`src/rtl/dice_game_ctrl.sv`:
```
// ---------------------------------------------------------------------------
// dice_game_ctrl
//
// Parametrised dice-game controller. It has NUM_DICE free-running die
// counters, and each one is captured by a falling edge on its roll button.
// A come-out/point state machine scores each complete roll. A multiplexed
// 7-segment scan shows every captured die in turn.
//
// Ports:
//   mHz          game clock, all state updates on its rising edge
//   reset        asynchronous active-low reset
//   rb           debounced roll buttons, active-low (pressed = 0)
//   win          round won, held until the next round starts
//   lose         round lost, held until the next round starts
//   point_valid  game is in the point phase
//   point        established point
//   dice_flat    captured die values, die i at [3i+2:3i], 0 = not rolled
//   sel          index of the die currently shown on the display
//   out          segment pattern {a,b,c,d,e,f,g} for die sel
// ---------------------------------------------------------------------------
module dice_game_ctrl #(
    parameter int NUM_DICE  = 2,
    parameter int FACES     = 6,
    parameter int NAT_A     = 7,
    parameter int NAT_B     = 11,
    parameter int CRAPS_LO  = 3,
    parameter int CRAPS_HI  = 12,
    parameter int SEVEN_OUT = 7,
    parameter int SCAN_DIV  = 4,
    localparam int SUMW     = $clog2(NUM_DICE * FACES + 1),
    localparam int SELW     = (NUM_DICE > 1) ? $clog2(NUM_DICE) : 1
) (
    input  logic                  mHz,
    input  logic                  reset,
    input  logic [NUM_DICE-1:0]   rb,
    output logic                  win,
    output logic                  lose,
    output logic                  point_valid,
    output logic [SUMW-1:0]       point,
    output logic [3*NUM_DICE-1:0] dice_flat,
    output logic [SELW-1:0]       sel,
    output logic [6:0]            out
);

    localparam int SCW = (SCAN_DIV > 1) ? $clog2(SCAN_DIV) : 1;

    typedef enum logic [1:0] {
        COMEOUT = 2'd0,
        POINT   = 2'd1,
        WIN     = 2'd2,
        LOSE    = 2'd3
    } state_t;

    state_t                state_q, state_d;
    logic                  win_q, win_d;
    logic                  lose_q, lose_d;
    logic                  pv_q, pv_d;
    logic [SUMW-1:0]       point_q, point_d;
    logic [3*NUM_DICE-1:0] dice_q, dice_d;
    logic [NUM_DICE-1:0]   rolled_q, rolled_d;
    logic [NUM_DICE-1:0]   rb_prev_q;
    logic [3*NUM_DICE-1:0] cnt_q, cnt_d;
    logic [SCW-1:0]        scan_q, scan_d;
    logic [SELW-1:0]       sel_q, sel_d;
    logic [6:0]            out_q, out_d;

    logic [NUM_DICE-1:0]   press;
    logic                  all_rolled;
    logic [31:0]           sum_w;
    logic [2:0]            cur_die;

    function automatic logic [6:0] seg7(input logic [2:0] v);
        case (v)
            3'd1:    seg7 = 7'b0110000;
            3'd2:    seg7 = 7'b1101101;
            3'd3:    seg7 = 7'b1111001;
            3'd4:    seg7 = 7'b0110011;
            3'd5:    seg7 = 7'b1011011;
            3'd6:    seg7 = 7'b1011111;
            default: seg7 = 7'b0000000;
        endcase
    endfunction

    // A press is a 1->0 transition, so a held button counts exactly once.
    assign press      = rb_prev_q & ~rb;
    assign all_rolled = &rolled_q;

    always_comb begin
        sum_w = '0;
        for (int i = 0; i < NUM_DICE; i++) begin
            sum_w = sum_w + 32'(dice_q[3*i +: 3]);
        end
    end

    // The die counters never freeze. The value a player captures depends only
    // on the clock edge at which the press lands.
    always_comb begin
        cnt_d = cnt_q;
        for (int i = 0; i < NUM_DICE; i++) begin
            if (cnt_q[3*i +: 3] == 3'(FACES)) begin
                cnt_d[3*i +: 3] = 3'd1;
            end else begin
                cnt_d[3*i +: 3] = cnt_q[3*i +: 3] + 3'd1;
            end
        end
    end

    always_comb begin
        state_d  = state_q;
        win_d    = win_q;
        lose_d   = lose_q;
        pv_d     = pv_q;
        point_d  = point_q;
        dice_d   = dice_q;
        rolled_d = rolled_q;

        case (state_q)
            COMEOUT, POINT: begin
                if (all_rolled) begin
                    // Evaluation edge: captures are impossible here because
                    // every die is already marked rolled.
                    if (state_q == COMEOUT) begin
                        if (sum_w == NAT_A || sum_w == NAT_B) begin
                            win_d   = 1'b1;
                            state_d = WIN;
                        end else if (sum_w <= CRAPS_LO || sum_w == CRAPS_HI) begin
                            lose_d  = 1'b1;
                            state_d = LOSE;
                        end else begin
                            point_d  = sum_w[SUMW-1:0];
                            pv_d     = 1'b1;
                            rolled_d = '0;
                            state_d  = POINT;
                        end
                    end else begin
                        // Matching the point takes priority over seven-out.
                        if (sum_w == 32'(point_q)) begin
                            win_d   = 1'b1;
                            state_d = WIN;
                        end else if (sum_w == SEVEN_OUT) begin
                            lose_d  = 1'b1;
                            state_d = LOSE;
                        end else begin
                            rolled_d = '0;
                        end
                    end
                end else begin
                    for (int i = 0; i < NUM_DICE; i++) begin
                        if (press[i] && !rolled_q[i]) begin
                            dice_d[3*i +: 3] = cnt_q[3*i +: 3];
                            rolled_d[i]      = 1'b1;
                        end
                    end
                end
            end
            WIN, LOSE: begin
                if (press[0]) begin
                    win_d    = 1'b0;
                    lose_d   = 1'b0;
                    pv_d     = 1'b0;
                    point_d  = '0;
                    dice_d   = '0;
                    rolled_d = '0;
                    state_d  = COMEOUT;
                end
            end
            default: state_d = COMEOUT;
        endcase
    end

    always_comb begin
        cur_die = 3'd0;
        for (int i = 0; i < NUM_DICE; i++) begin
            if (SELW'(i) == sel_q) begin
                cur_die = dice_q[3*i +: 3];
            end
        end
    end

    always_comb begin
        scan_d = scan_q + SCW'(1);
        sel_d  = sel_q;
        if (scan_q == SCW'(SCAN_DIV - 1)) begin
            scan_d = '0;
            sel_d  = (sel_q == SELW'(NUM_DICE - 1)) ? '0 : sel_q + SELW'(1);
        end
        // The pattern is registered from the current sel, so it trails sel by a clock.
        out_d = seg7(cur_die);
    end

    always_ff @(posedge mHz or negedge reset) begin
        if (!reset) begin
            state_q   <= COMEOUT;
            win_q     <= 1'b0;
            lose_q    <= 1'b0;
            pv_q      <= 1'b0;
            point_q   <= '0;
            dice_q    <= '0;
            rolled_q  <= '0;
            rb_prev_q <= '1;
            scan_q    <= '0;
            sel_q     <= '0;
            out_q     <= '0;
            for (int i = 0; i < NUM_DICE; i++) begin
                cnt_q[3*i +: 3] <= 3'((i % FACES) + 1);
            end
        end else begin
            state_q   <= state_d;
            win_q     <= win_d;
            lose_q    <= lose_d;
            pv_q      <= pv_d;
            point_q   <= point_d;
            dice_q    <= dice_d;
            rolled_q  <= rolled_d;
            rb_prev_q <= rb;
            cnt_q     <= cnt_d;
            scan_q    <= scan_d;
            sel_q     <= sel_d;
            out_q     <= out_d;
        end
    end

    assign win         = win_q;
    assign lose        = lose_q;
    assign point_valid = pv_q;
    assign point       = point_q;
    assign dice_flat   = dice_q;
    assign sel         = sel_q;
    assign out         = out_q;

endmodule

```
`config.mk`:
```
export PLATFORM = sky130hd
export DESIGN_NAME = dice_game_ctrl
export DESIGN_NICKNAME = d
export VERILOG_FILES = /design/src/rtl/dice_game_ctrl.sv
export SDC_FILE = /design/constraint.sdc
export NUM_CORES = 1
export LEC_CHECK = 0
export ABC_CLOCK_PERIOD_IN_PS = 2400
export BUFFER_PORTS_ARGS = -buffer_cell sky130_fd_sc_hd__buf_4
export CORE_MARGIN = 2
export CORE_UTILIZATION = 45
export CTS_CLUSTER_DIAMETER = 80
export DETAILED_ROUTE_END_ITERATION = 6
export HOLD_SLACK_MARGIN = 0.02
export PLACE_DENSITY = 0.77
export SYNTH_ARGS = -nofsm -noshare
export SYNTH_HDL_FRONTEND = slang
export SYNTH_SLANG_ARGS = --single-unit
```
`constraint.sdc`:
```
create_clock -name mHz -period 2.4 [get_ports mHz]
set_clock_uncertainty 0.1 [all_clocks]
set_input_delay 0.48 -clock mHz [delete_from_list [all_inputs] [get_ports mHz]]
set_output_delay 0.48 -clock mHz [all_outputs]
set_load 0.1 [all_outputs]
```
# Word-level counts from Yosys, hierarchy flattened
# Cells that the tools add are included.
[totals] reg_bits=35 output_inout_bits=21
[op_classes] n_reduce_logical=18 eq_ne=37 bitwise_logic=2 muxes=52 order_cmp=1 add_sub_neg=5
[ops] operator="7-bit case mux with 6 select lines" count=1
[ops] operator="2-bit two-way mux" count=14
[ops] operator="3-bit != test (second input constant)" count=8
[ops] operator="4-bit two-way mux" count=5
[ops] operator="4-bit != test (second input constant)" count=5
[ops] operator="1-bit two-way mux" count=18
[ops] operator="6-bit AND reduction" count=3
[ops] operator="2-bit != test (second input constant)" count=8
[ops] operator="3-bit == test (second input constant)" count=5
[ops] operator="3-bit two-way mux" count=5
[ops] operator="6-bit two-way mux" count=2
[ops] operator="6-bit case mux with 2 select lines" count=1
[ops] operator="3-bit AND reduction" count=3
[ops] operator="4-bit == test (second input constant)" count=2
[ops] operator="2-bit case mux with 2 select lines" count=2
[ops] operator="4-bit case mux with 2 select lines" count=1
[ops] operator="3-bit by 1-bit adder with 3-bit output (second input constant)" count=2
[ops] operator="2-bit == test (second input constant)" count=3
[ops] operator="3-bit by 2-bit == test with 1-bit output (second input constant)" count=2
[ops] operator="1-bit case mux with 2 select lines" count=3
[ops] operator="5-bit AND reduction" count=1
[ops] operator="3-bit by 3-bit adder with 4-bit output" count=1
[ops] operator="4-bit by 3-bit == test with 1-bit output (second input constant)" count=1
[ops] operator="4-bit == test" count=1
[ops] operator="other kinds (14)" count=18

# Longest topological paths before layout
# Gate-level depths: netlist of the first run.
[logic_depth] ltp_word=8 ltp_mapped=7 ltp_nobuf=7

# Worst setup path before layout of the first run
# OpenSTA, ideal clock, no wires.
[synth_path] path_kind="register -> register" from="register dice_q[0] (netlist: dice_flat[0])" to="register point_q[1] (netlist: point[1])" setup_ps=80 slack_ps=-439 path_stages_with_launch=8 path_buffers=0 synth_period_minus_slack_ps=2839 t_required_ps=2220 t_arrival_ps=2659 cell_sequence="dfrtp_1 > ha_1 > fa_1 > xnor2_1 > a2111oi_2 > nor2_2 > o2111ai_4 > mux2i_1"
[synth_via] elab_chain_len=6
[synth_lines] element="start: declaration" line="59" source="logic [3*NUM_DICE-1:0] dice_q, dice_d;"
[synth_lines] element="start signal: assignment" line="213" source="dice_q <= dice_d;"
[synth_lines] element="3-bit by 3-bit adder with 4-bit output *" line="91" source="sum_w = sum_w + 32'(dice_q[3*i +: 3]);"
[synth_lines] element="parallel branches: the longest is 5 deep, another holds 4-bit by 2-bit <= comparator with 1-bit output"
[synth_lines] element="end signal: assignment" line="212" source="point_q <= point_d;"
[synth_lines] element="end: declaration" line="58" source="logic [SUMW-1:0] point_q, point_d;"
# Every way passes the cells marked *. The select of a mux whose other input is x is not followed.
# A chain may end at the register's enable or synchronous reset.

# Worst setup path in the final report of the first run
[layout_path] from="register dice_q[0] (netlist: dice_flat[0])" to="register rolled_q[1]"
[layout_via] elab_chain_len=5
[layout_lines] element="3-bit by 3-bit adder with 4-bit output *" line="91"
[layout_lines] element="4-bit by 2-bit <= comparator with 1-bit output (tied with other cells)" line="126" source="end else if (sum_w <= CRAPS_LO || sum_w == CRAPS_HI) begin"
[layout_lines] element="1-bit logical OR, on equally long branches" line="126, 123"
[layout_lines] element="4-bit != test (no source line)"
[layout_lines] element="6-bit AND reduction (no source line) *"
[layout_lines] element="end signal: assignment" line="214" source="rolled_q <= rolled_d;"
[layout_lines] element="end: declaration" line="60" source="logic [NUM_DICE-1:0] rolled_q, rolled_d;"
# Every way passes the cells marked *; elsewhere a longest branch is shown, timed or not.

==> impl_metrics.json, run 1 <==
{
  "die_h_um": 64.7,
  "critical_path_required_ns": 2.52,
  "postCtsSetupBuffers": 0,
  "grt_use_total_pct": 19.0,
  "hold_buffers": 0,
  "grt_pass1_wl_um": 6030,
  "synthesis.nets": 166,
  "cts-root-buf": "clkbuf_8",
  "synth_area_mm2": 0.00166,
  "finalCriticalPeriod_ns": 2.34,
  "grt_max_degree": 35,
  "grt_pass1_vias": 1360,
  "die_w_um": 64.7,
  "slew_headroom_pct": 68.8,
  "synth_cell_types": 35,
  "drt_iter0_drc": 89,
  "synth_edf_count": 0,
  "grt-ovfl-total": 0,
  "cts.sinks": 34,
  "viasPerCell": 5.53,
  "crit_fanout": 9,
  "fin_crit_sh_pct": 97.3,
  "io_buffers": 24,
  "post-route-util_pct": 57.2,
  "clk_latency_ns": 0.28,
  "synthArstFlopShare_pct": 100,
  "path_clk_slew_ns": 0.07,
  "cts_made_buffers": 5,
  "n_antenna_cell": 0,
  "place_congestion": 0.918,
  "firstDrtPassIters": 4,
  "hp-class": "in2async",
  "syn-instance-count": 157,
  "yosys_warnings": 0,
  "status": "finished, final reports clean",
  "critPathKind": "reg2reg",
  "worstSetupStartpointType": "flop",
  "worstMarginPinSlew_ns": 0.466,
  "wirelength_um": 3470,
  "fin_nets": 196,
  "drive_above_1_share_pct": 29.8,
  "rsz0062_at_grt": "yes",
  "drc": 0,
  "vias": 1305,
  "cts-htree-levels": 2,
  "dpl.hpwl_um": 2490,
  "ios": 25,
  "fillCellCount": 305,
  "antenna_found_initial": 0,
  "routedWlPerCell_um": 14.7,
  "max-clock-path-buffers": 2,
  "seq_area_frac_synth_pct": 51.6,
  "synth_top_flop_cell": "dfrtp_1",
  "num_rows": 22,
  "drv_slew": 0,
  "core-area_mm2": 0.00361,
  "fmax_mhz": 428,
  "area_growth_syn_to_layout_pct": 24.4,
  "arrival_ns": 2.45,
  "start_util_pct": 46.0,
  "end_kind": "flop",
  "hold_viol": 0,
  "drtAntennaViolNets": 0,
  "setup_violations": 0,
  "cts_tree": "yes",
  "avgSynthCellArea_um2": 10.6,
  "drv_cap": 0,
  "die-area_mm2": 0.00419,
  "ys_ff_latch": 34
}
-- Yosys cell counts (5+ instances only) --
| cell type | instances | share of area (%) |
|---|---|---|
| nand2_1 | 20 | 4.5 |
| xnor2_1 | 5 | 2.6 |
| a22o_1 | 7 | 3.7 |
| inv_1 | 8 | 1.8 |
| a21oi_1 | 5 | 1.5 |
| dfrtp_1 | 30 | 45 |
| nand3_1 | 8 | 2.4 |
| mux2i_1 | 5 | 3.0 |
| o21ai_0 | 8 | 2.4 |
| nor2_1 | 8 | 1.8 |
| o21ai_1 | 7 | 2.1 |
-- metal layers --
metal | global-route usage [%] | part of all wire [%] | up-vias
li1 | - | - | 618
met2 | 30.7 | 51 | 36
met4 | 11.2 | 2.9 | 0
met3 | 5.03 | 3.7 | 12
met1 | 22.7 | 43 | 639
met5 | 0 | 0 | -
-- stage by stage --
step | cell area, um^2 | TNS [ns] | hold slack, ns | cells | worst slack [ns]
after floorplan | 1690 | 0 | 0.0844 | 157 | 0.00761
after CTS | 2050 | 0 | 0.0410 | 236 | 0.00126
final | 2060 | 0 | 0.0320 | 236 | 0.0649
after global placement | 1940 | 0 | 0.314 | 228 | 0.0967
after detailed placement | 1940 | 0 | 0.329 | 228 | 0.0163
after global routing | 2060 | -0.0783 | 0.0538 | 236 | -0.0348
-- worst max-delay path: stages (launching register included) --
cell       delay (ns)
dfrtp_4          0.53
ha_4             0.19
fa_2             0.39
xor2_2           0.28
xnor2_1          0.18
o2111ai_2        0.18
o2111ai_1        0.24
o211a_1          0.18
-- registers in the layout, summed over array words and instances (netlist names), 2 cells and up --
signal     cells
scan_q         2
state_q        2
rb_prev_q      2
dice_flat      6
point          4
out            6
rolled_q       2
cnt_q          6
-- cell usage in the layout, fill, tap and decap left out, types with 2 or more instances in the layout --
cell type / Yosys / final
o21bai_1: 2 / 2
nand2_1: 20 / 20
nand3_1: 8 / 8
clkbuf_8: 0 / 8
dfrtp_1: 30 / 24
dfrtp_2: 0 / 4
and2_1: 2 / 2
o211ai_1: 4 / 4
buf_4: 1 / 28
xnor2_1: 5 / 4
o21ai_1: 7 / 7
a21oi_1: 5 / 4
and3_1: 3 / 3
a32o_1: 3 / 3
a22o_1: 7 / 7
dfstp_2: 4 / 4
o21ai_0: 8 / 8
ha_1: 4 / 3
nor2b_1: 2 / 2
mux2i_1: 5 / 5
xor2_1: 4 / 3
nor2_1: 8 / 8
inv_1: 8 / 8
dfrtp_4: 0 / 2
-- timing repair --
item | 4_1_cts | 5_1_grt
hold endpoints to repair | 0 | 0
resized for setup | 0 | 3
setup endpoints to repair | 0 | 10
-- cells by family (layout without fill, tap and decap cells) --
| kind of cell | after synthesis | in the layout | share of synthesized area, % |
|---|---|---|---|
| adders and majority gates | 5 | 5 | 4.22 |
| and+or+nand+nor | 50 | 50 | 14.5 |
| DFF | 34 | 34 | 51.6 |
| muxes | 5 | 5 | 3.02 |
| AOI/OAI and AO/OA | 41 | 41 | 18.8 |
| buffers and inverters | 13 | 44 | 3.17 |
| xor gates and xnor gates | 9 | 9 | 4.75 |
-- worst paths after layout --
| kind | from | end | slack [ns] | cells after the start |
|---|---|---|---|---|
| setup / recovery | dice_flat[0]$_DFFE_PN0P_ | rolled_q[1]$_DFFE_PN0P_ | 0.06 | 7 |
| hold / removal | reset | out[3]$_DFF_PN0_ | 0.03 | 1 |
| max in group asynchronous | reset | rb_prev_q[0]$_DFF_PN1_ | 1.82 | 1 |
| setup reg to reg | dice_flat[0]$_DFFE_PN0P_ | rolled_q[1]$_DFFE_PN0P_ | 0.06 | 7 |
| min in group mHz | rb[1] | rb_prev_q[1]$_DFF_PN1_ | 0.22 | 1 |
| hold reg to reg | scan_q[0]$_DFF_PN0_ | scan_q[0]$_DFF_PN0_ | 0.33 | 1 |
-- final cells by class --
class                      count  area (um^2)  area share (%)
clock buffer                   8          110            5.34
sequential                    34          868            42.1
tap                           48         60.1            2.91
inverter                       8         30.0            1.46
timing repair buffer          28          210            10.2
multi-input combinational    110          785            38.0
Power of run 1 is left out: the tool's default activity adds up to more than one toggle a clock period on the data nets, which glitch-free logic cannot reach.
==> run 2: changes to the inputs <==
- ABC_CLOCK_PERIOD_IN_PS: 2400 -> 1900
- REMOVE_ABC_BUFFERS: default -> 1
- clock period: 2.4 -> 1.9 ns (I/O delays scaled with it)
==> impl_metrics.json, run 2 (synthesis results as in run 1) <==
{
  "grt-ovfl-total": 0,
  "max_stage_delay_ns": 0.44,
  "slew_headroom_pct": 70.4,
  "cts.sinks": 34,
  "die_h_um": 64.7,
  "grt_max_degree": 35,
  "clk_latency_ns": 0.29,
  "cts_tree": "yes",
  "max-clock-path-buffers": 2,
  "n_antenna_cell": 0,
  "place_ws_ns": -0.452,
  "worstMarginPinSlew_ns": 0.443,
  "wirelength_um": 3880,
  "place_congestion": 0.876,
  "num_rows": 22,
  "cts-root-buf": "clkbuf_8",
  "crit_top_cell": "o2111ai_2",
  "worst_path_max_delay_cell": "fa_2",
  "dpl.hpwl_um": 2550,
  "crit_chain": "ha_2, fa_2, xor2_4, xnor2_2, o2111ai_2, o2111ai_2, and2_4",
  "drive_above_1_share_pct": 36.3,
  "drt_iter0_drc": 122,
  "area_growth_syn_to_layout_pct": 37.2,
  "grt_pass1_wl_um": 6180,
  "firstDrtPassIters": 4,
  "violations": "setup timing",
  "core-area_mm2": 0.00361,
  "grt_pass1_vias": 1324,
  "critPathKind": "reg2reg",
  "cts-htree-levels": 2,
  "drtAntennaViolNets": 0,
  "io_buffers": 24,
  "layout_commonest_cell": "buf_4",
  "worst_slack_ns": -0.293,
  "routed-wl-met3_um": 214,
  "cts_made_buffers": 5,
  "end_kind": "flop",
  "wl_met1_um": 1600,
  "vias": 1404,
  "drc": 0,
  "most-common-layout-cells": "buf_4 (41), dfrtp_1 (30), nand2_1 (20)",
  "antenna_found_initial": 0,
  "dr.max_layer_used": "met4",
  "drv_cap": 0,
  "path_clk_slew_ns": 0.07,
  "status": "finished with violations",
  "crit_fanout": 5,
  "met2_length_um": 1980,
  "worstSetupStartpointType": "flop",
  "hold_viol": 0,
  "finalCriticalPeriod_ns": 2.19,
  "ios": 25,
  "fin_crit_sh_pct": 115,
  "hp-class": "in2reg",
  "grt_use_total_pct": 19.6,
  "fin_nets": 212,
  "start_util_pct": 46.0,
  "viasPerCell": 5.57,
  "die-area_mm2": 0.00419,
  "rsz0062_at_grt": "yes",
  "die_w_um": 64.7,
  "fmax_mhz": 456,
  "routedWlPerCell_um": 15.4,
  "critical_path_required_ns": 2.03,
  "drv_slew": 0,
  "arrival_ns": 2.32,
  "setup_violations": 11
}
-- run 2: changes by cell type in the layout (fill, tap and decap cells not counted), sizes merged --
| cell | before | now |
|---|---|---|
| dlygate4sd3 | 0 | 1 |
| buf | 28 | 43 |
-- run 2: final timing paths --
path,start,to,slack (ns),depth (start not counted)
min reg2reg,scan_q[0]$_DFF_PN0_,scan_q[0]$_DFF_PN0_,0.33,1
min,rb[1],rb_prev_q[1]$_DFF_PN1_,0.11,1
max,dice_flat[0]$_DFFE_PN0P_,rolled_q[0]$_DFFE_PN0P_,-0.29,7
max reg2reg,dice_flat[0]$_DFFE_PN0P_,rolled_q[0]$_DFFE_PN0P_,-0.29,7
max in group asynchronous,reset,rb_prev_q[1]$_DFF_PN1_,0.90,2
min in group asynchronous,reset,dice_flat[0]$_DFFE_PN0P_,0.47,2
-- run 2: timing repair --
action | CTS | global route
setup buffers | 3 | 2
hold endpoints to repair | 30 | 0
pin swaps | 10 | 10
gates cloned | 0 | 0
endpoints found under the setup margin | 11 | 11
hold buffers | 1 | 0
gates resized for setup | 9 | 15
-- run 2: critical path: cells and delay by family (launching register included) --
kind | cells | cell delay [ns]
fa+ha+maj | 2 | 0.64
xor+xnor | 2 | 0.42
compound gates | 2 | 0.41
flops | 1 | 0.39
simple gates | 1 | 0.17
-- run 2: area by class of cell --
cell class / instances / area, um^2
Fill cell: 298 / 1330
Tap cell: 48 / 60.1
Multi-Input combinational cell: 110 / 880
Clock buffer: 8 / 110
Sequential cell: 34 / 856
Timing Repair Buffer: 44 / 340
Inverter: 8 / 30.0
-- run 2: stage by stage --
stage	utilization [%]	cell area, um^2	hold WS (ns)	TNS (ns)	std cells
after floorplan	-	1640	-0.0156	-9.65	152
after global placement	55.0	1980	0.238	-3.16	238
after detailed placement	55.0	1980	0.243	-4.09	238
after global routing	63.1	2280	0.0961	-3.67	252
final	63.1	2280	0.109	-2.71	252
after CTS	60.4	2180	0.101	-2.56	250
-- run 2: metal layers --
layer / vias to the layer above / GRT usage, %
met3: 9 / 5.38
met5: - / 0
met2: 53 / 31.4
li1: 649 / -
met1: 693 / 24.0
met4: 0 / 10.6
Power of run 2 is left out for the same reason.
==> run 3: changes to the inputs <==
- PLACE_DENSITY: 0.77 -> 0.68
==> impl_metrics.json, run 3 (synthesis results as in run 1) <==
{
  "status": "finished with violations",
  "violations": "setup timing",
  "wirelength_um": 3630,
  "start_util_pct": 46.0,
  "met1_usage_pct": 22.5,
  "reg2reg_from": "dice_flat[0]$_DFFE_PN0P_",
  "die_h_um": 64.7,
  "grt-busiest-layer": "met2",
  "core-area_mm2": 0.00361,
  "drt_iter0_drc": 95,
  "drive_above_1_share_pct": 35.5,
  "hold_viol": 0,
  "cts.sinks": 34,
  "worst_path_max_delay_cell": "fa_2",
  "rsz0062_at_grt": "yes",
  "drc": 0,
  "cts-root-buf": "clkbuf_8",
  "seqCellArea_um2": 856,
  "ff2ff_setup_slack_ns": -0.29,
  "crit_chain": "ha_2, fa_2, xnor2_4, a2111oi_4, nor2_4, o2111ai_4, mux2i_1",
  "critical_path_required_ns": 2.01,
  "io_buffers": 24,
  "num_rows": 22,
  "grt_max_degree": 35,
  "max_stage_delay_ns": 0.43,
  "fin_nets": 211,
  "place_congestion": 0.773,
  "cts_made_buffers": 5,
  "critPathKind": "reg2reg",
  "routedWlPerCell_um": 14.4,
  "layout_commonest_cell": "buf_4",
  "grt-ovfl-total": 0,
  "grt_pass1_wl_um": 6130,
  "area_growth_syn_to_layout_pct": 34.5,
  "grt_use_total_pct": 19.6,
  "path_clk_slew_ns": 0.07,
  "die_w_um": 64.7,
  "grt_pass1_vias": 1401,
  "fillCellCount": 290,
  "end_kind": "flop",
  "most-common-layout-cells": "buf_4 (41), dfrtp_1 (30), nand2_1 (19)",
  "clk_latency_ns": 0.29,
  "die-area_mm2": 0.00419,
  "worstMarginPinSlew_ns": 0.455,
  "vias": 1354,
  "ios": 25,
  "cts_tree": "yes",
  "place_ws_ns": -0.443,
  "slew_headroom_pct": 69.5,
  "fin_crit_sh_pct": 115,
  "worstSetupStartpointType": "flop",
  "max-clock-path-buffers": 2,
  "finalCriticalPeriod_ns": 2.19,
  "hp-class": "in2reg",
  "firstDrtPassIters": 4,
  "antenna_found_initial": 0,
  "dpl.hpwl_um": 2470,
  "cts-htree-levels": 2,
  "worstSetupStartpoint": "dice_flat[0]$_DFFE_PN0P_",
  "fmax_mhz": 457,
  "crit_fanout": 5,
  "hp-start": "rb[1]",
  "worst_slack_ns": -0.290,
  "globalRouteMet3Util_pct": 6.42,
  "drtAntennaViolNets": 0,
  "arrival_ns": 2.30,
  "n_antenna_cell": 0,
  "tns_ns": -2.67,
  "setup_violations": 11,
  "multi_input_area_um2": 873,
  "drv_slew": 0,
  "viasPerCell": 5.39,
  "drv_cap": 0,
  "gr-usage-met2_pct": 31.7
}
## run 3: timing repair
item | 4_1_cts | 5_1_grt
endpoints found under the setup margin | 11 | 11
hold endpoints to repair | 30 | 0
buffers inserted | 1 | 1
resized for setup | 20 | 0
pin swaps | 15 | 12
hold buffers | 1 | 0
## run 3: cell type report
cell class,count,share of cell area (%)
Clock buffer,6,3.25
Clock inverter,2,0.449
Inverter,8,1.35
Multi-Input combinational cell,110,39.1
Sequential cell,34,38.4
Tap cell,48,2.69
Timing Repair Buffer,43,14.8
## run 3: path summary, 6_finish.rpt
path	cells after the start	endpoint
max	7	point[1]$_DFFE_PN0P_
min	1	rb_prev_q[1]$_DFF_PN1_
max reg2reg	7	point[1]$_DFFE_PN0P_
min reg2reg	1	scan_q[0]$_DFF_PN0_
max in group asynchronous	2	rb_prev_q[1]$_DFF_PN1_
min in group asynchronous	2	out[5]$_DFF_PN0_
## run 3: metal layers
layer	vias up	routed length (um)	share of wire, %
met2	32	1780	49
li1	646	-	-
met1	663	1580	43
met4	0	109	3.0
met5	-	0	0
met3	13	163	4.5
## run 3: per-stage QoR
stage,std cells,cell area (um^2),hold slack [ns],utilization [%]
2_1_floorplan,152,1640,-0.0156,-
3_3_place_gp,240,2000,0.236,55.4
3_5_place_dp,240,2000,0.247,55.4
4_1_cts,250,2220,0.100,61.7
5_1_grt,251,2230,0.0929,61.9
6_report,251,2230,0.108,61.9
## run 3: worst max-delay path: cells and delay by family (launching register included)
kind            cells  cell delay, ns
fa+ha+maj           2            0.63
simple gates        1            0.07
mux                 1            0.22
compound gates      2            0.51
xor+xnor            1            0.19
flops               1            0.39
Power of run 3 is left out for the same reason.
